File: src/rtl/cia_pkg.sv
`default_nettype none
// +----------------------------------------------------------------------+
// | cia_pkg - shared ICR bit positions and types for the 8520 CIA blocks  |
// | rev 1.0                                                              |
// +----------------------------------------------------------------------+
package cia_pkg;

  localparam int CIA_ICR_TA     = 0;
  localparam int CIA_ICR_TB     = 1;
  localparam int CIA_ICR_ALRM   = 2;
  localparam int CIA_ICR_SP     = 3;
  localparam int CIA_ICR_FLG    = 4;
  localparam int ICR_SETCLR_BIT = 7;
  localparam int ICR_W          = 5;

  typedef logic [ICR_W-1:0] icr_t;

endpackage
`default_nettype wire

File: src/rtl/cia_flag_edge.sv
`default_nettype none
// +----------------------------------------------------------------------+
// | cia_flag_edge - FLAG pin synchroniser and falling-edge detector       |
// | rev 1.0                                                              |
// +----------------------------------------------------------------------+
module cia_flag_edge #(
  parameter int FLAG_SYNC_STAGES = 2
) (
  input  logic clk,
  input  logic reset,
  input  logic clk7_en,
  input  logic flag,
  output logic flg_pulse
);

  logic [FLAG_SYNC_STAGES-1:0] r_sync;
  logic                        r_hist;

  // Flops preset high so an idle (high) pin never looks like a falling edge after reset.
  always_ff @(posedge clk or posedge reset) begin
    if (reset) begin
      r_sync <= {FLAG_SYNC_STAGES{1'b1}};
      r_hist <= 1'b1;
    end else if (clk7_en) begin
      r_sync <= {r_sync[FLAG_SYNC_STAGES-2:0], flag};
      r_hist <= r_sync[FLAG_SYNC_STAGES-1];
    end
  end

  assign flg_pulse = r_hist & ~r_sync[FLAG_SYNC_STAGES-1];

endmodule
`default_nettype wire

File: src/rtl/cia_int.sv
`default_nettype none
// +----------------------------------------------------------------------+
// | cia_int - 8520 CIA interrupt control: ICR data/mask, read-clear, IRQ  |
// | rev 1.0                                                              |
// +----------------------------------------------------------------------+
module cia_int
  import cia_pkg::*;
#(
  parameter int FLAG_SYNC_STAGES = 2
) (
  input  logic       clk,
  input  logic       reset,
  input  logic       clk7_en,
  input  logic       wr,
  input  logic       rd,
  input  logic       icrs,
  input  logic [7:0] data_in,
  output logic [7:0] data_out,
  input  logic       ta,
  input  logic       tb,
  input  logic       alrm,
  input  logic       ser,
  input  logic       flag,
  output logic       irq
);

  icr_t r_icr;
  icr_t r_imr;
  logic r_irq;
  icr_t w_events;
  logic w_flg;
  logic w_rd_clr;
  logic w_mask_wr;
  logic w_unused_ok;

  cia_flag_edge #(
    .FLAG_SYNC_STAGES(FLAG_SYNC_STAGES)
  ) u_flag_edge (
    .clk       (clk),
    .reset     (reset),
    .clk7_en   (clk7_en),
    .flag      (flag),
    .flg_pulse (w_flg)
  );

  always_comb begin
    w_events               = '0;
    w_events[CIA_ICR_TA]   = ta;
    w_events[CIA_ICR_TB]   = tb;
    w_events[CIA_ICR_ALRM] = alrm;
    w_events[CIA_ICR_SP]   = ser;
    w_events[CIA_ICR_FLG]  = w_flg;
  end

  assign w_rd_clr    = icrs & ~wr & rd;
  assign w_mask_wr   = icrs & wr;
  assign w_unused_ok = ^data_in[6:5];

  // On a read-clear edge, events arriving in the same cycle survive the clear.
  always_ff @(posedge clk or posedge reset) begin
    if (reset) begin
      r_icr <= '0;
      r_imr <= '0;
      r_irq <= 1'b0;
    end else if (clk7_en) begin
      if (w_rd_clr) begin
        r_icr <= w_events;
        r_irq <= 1'b0;
      end else begin
        r_icr <= r_icr | w_events;
        r_irq <= |(r_icr & r_imr);
      end
      if (w_mask_wr) begin
        if (data_in[ICR_SETCLR_BIT])
          r_imr <= r_imr | data_in[ICR_W-1:0];
        else
          r_imr <= r_imr & ~data_in[ICR_W-1:0];
      end
    end
  end

  assign irq      = r_irq;
  assign data_out = (icrs & ~wr) ? {r_irq, 2'b00, r_icr} : 8'h00;

endmodule
`default_nettype wire

File: config.mk
export PLATFORM = sky130hd
export DESIGN_NAME = cia_int
export DESIGN_NICKNAME = d
export VERILOG_FILES = /design/src/rtl/cia_pkg.sv /design/src/rtl/cia_flag_edge.sv /design/src/rtl/cia_int.sv
export SDC_FILE = /design/constraint.sdc
export NUM_CORES = 1
export LEC_CHECK = 0
export CAP_MARGIN = 20
export CORE_MARGIN = 2
export CORE_UTILIZATION = 42
export CTS_CLUSTER_DIAMETER = 50
export DETAILED_ROUTE_END_ITERATION = 8
export PLACE_DENSITY = 0.83
export RECOVER_POWER = 100
export SYNTH_ARGS = -nofsm -noshare
export SYNTH_HDL_FRONTEND = slang
export SYNTH_SLANG_ARGS = --single-unit
File: constraint.sdc
create_clock -name clk -period 2.7 [get_ports clk]
set_input_delay 0.54 -clock clk [delete_from_list [all_inputs] [get_ports clk]]
set_output_delay 0.54 -clock clk [all_outputs]
set_load 0.1 [all_outputs]
==> metrics.csv <==
metric,value,unit
cp_top_family,buffers and inverters,
powerDensity,662,nW/µm²
core_area,1350,µm²
clock_sinks,14,
relSlewSlack,23.3,%
synth_edf_count,0,
dieArea,1820,µm²
slowest_delay,0.41,ns
post-cts-setup-buffers,0,
crit_start,wr,
grt_setup_unrepaired,false,
synthesis.instances,52,
fin_crit_sh,83.0,%
cp_max_fo,7,
layout-drive-gt1-share,19.2,%
synth.area.top_cells,"dfrtp_1 44%, dfstp_2 13%, mux2_1 9.0%",
grt_antenna_before_repair,0,
grt_pass1_vias,488,
critPathLaunchType,input pin,
clock-root-buffer,clkbuf_4,
holdPathEnd,u_flag_edge.r_sync[1]$_DFFE_PP1P_,
n_fill_cell,108,
netlist_area,628,µm²
yosys.area.top_type,dfrtp_1,
cts_max_level,1,
grt_first_pass_wirelength,2150,µm
crit_chain,"clkdlybuf4s50_1, and2b_1, and2_0, buf_12",
hold_violations,0,
syn_avg_cell_area,12.1,µm²
die_y,42.7,µm
overflow,0,
via_per_inst,5.22,
ys_top_cells_by_count,"11 x dfrtp_1, 6 x and2_1, 6 x nand2_1",
fin_util,70.5,%
syn_to_final_growth,51.6,%
crit_path_end_kind,output port,
finalNetCount,98,
status,"finished, final reports clean",
drc,0,
synth_top_area_share,43.8,%
crit_arrival,1.70,ns
track_usage,15.9,%
tightest_slew,1.16,ns
grt_max_degree,15,
port_buffers,23,
wl_per_cell,13.9,µm
cts_tree,built,
min_path_cells,2,
synth_seq_area_share,56.4,%
clockBufferDepth,2,
drt_iter0_markers,5,
synth_flop_cell,dfrtp_1,
cts_resized,0,
worst-path-buf-inv,2,
initial_utilization,46.5,%
insertedDiodeCount,0,
cts.clk_slew.worst_paths,0.08,ns
place_area,926,µm²
yosysWarnings,0,
setup_violations,0,
ant_nets,0,
crit_type,input pin to output port,
routed_wl,1300,µm
ctsHoldBuffers,0,
period_minus_slack,2.24,ns
ioPinCount,28,
stdcell_area,952,µm²
cpMaxStageDelayCell,clkdlybuf4s50_1,
synthArstFlopShare,100,%
tns,0,ns
required,2.16,ns
synth_seq_cells,14,
reg2reg_setup_slack,1.60,ns
drt_pass1_iterations,4,
min_path_type,flop to flop,
r2r-end,irq$_DFFE_PP0P_,
ir_worst_vdd,0.000363,V
r2r-start,r_icr[4]$_DFFE_PP0P_,
synth.most_common_cell,dfrtp_1,
clk_latency,0.27,ns
drv_cap,0,
cellLeakagePower,0.000405,µW
rr_worst_depth,3,
die_w,42.7,µm
synthDistinctLibCells,19,
cts-buffers-inserted,3,
min_from,u_flag_edge.r_sync[0]$_DFFE_PP1P_,
fin_worst_skew,0.000633,ns
row_count,13,
max_freq,0.446,GHz
multiInputGateArea,248,µm²
num_vias,485,
place_congestion,0.700,
drv_slew,0,
seq_area,354,µm²
dpl.hpwl,1020,µm
==> layout make-up <==
class | instances | share of cell area (%)
multi-input combinational | 34 | 26.0
tap | 15 | 1.97
timing repair buffer | 24 | 30.2
sequential | 14 | 37.2
clock buffer | 4 | 3.81
inverter | 2 | 0.788
==> power by group <==
part / total (µW) / internal [µW] / leakage [µW] / switching (µW)
clock network: 146 / 81.9 / 0.0000210 / 64.2
logic: 211 / 80.0 / 0.000232 / 131
registers: 273 / 250 / 0.000152 / 23.2
==> per-stage QoR <==
stage / std cells / setup slack (ns) / total power (µW) / hold slack, ns
2_1_floorplan: 53 / 0.378 / 414 / 0.427
3_3_place_gp: 89 / 0.527 / 488 / 0.481
3_5_place_dp: 89 / 0.526 / 494 / 0.492
4_1_cts: 93 / 0.518 / 641 / 0.510
5_1_grt: 93 / 0.388 / 659 / 0.529
6_report: 93 / 0.460 / 630 / 0.506
==> cell families after synthesis <==
logic type | Yosys count | share of synthesized area (%)
DFF | 14 | 56.4
buffers and inverters | 5 | 4.38
AOI/OAI and AO/OA | 9 | 12.3
and+or+nand+nor | 16 | 13.7
other | 1 | 0.597
muxes | 7 | 12.5
==> worst reg2reg max path: cells and delay by family (launching register included) <==
kind	cells	cell delay (ns)
and+or+nand+nor	1	0.12
AOI/OAI and AO/OA	2	0.47
DFF	1	0.40
==> routing by layer <==
| layer | vias to the layer above | global-route usage (%) | share of wire, % |
|---|---|---|---|
| li1 | 231 | - | - |
| met1 | 234 | 19.8 | 43 |
| met2 | 18 | 26.7 | 49 |
| met3 | 2 | 2.98 | 6.3 |
| met4 | 0 | 6.88 | 1.0 |
| met5 | - | 0 | 0 |
==> placed cells by master (no fill, tap or decap) <==
cell / n
clkdlybuf4s50_1: 14
dfrtp_1: 11
nand2_1: 6
buf_12: 6
mux2_1: 5
and2_0: 5
a22o_1: 4
clkbuf_4: 3
dfstp_2: 3
mux2_2: 2
inv_1: 2
nand3_1: 2
conb_1: 2
dlygate4sd3_1: 2
clkbuf_1: 2
and3_1: 1
and2b_1: 1
a32o_1: 1
o21ai_0: 1
a222oi_1: 1
a22oi_1: 1
o211a_1: 1
and2_1: 1
clkbuf_8: 1
==> worst max path at each step <==
stage,slack [ns],to,cells after the start
after global routing,0.39,data_out[1],4
after global placement,0.53,data_out[4],4
after floorplan,0.38,data_out[7],1
final,0.46,data_out[4],4
after CTS,0.52,data_out[4],4
after detailed placement,0.53,data_out[4],4
(Power assumes the default switching activity.)
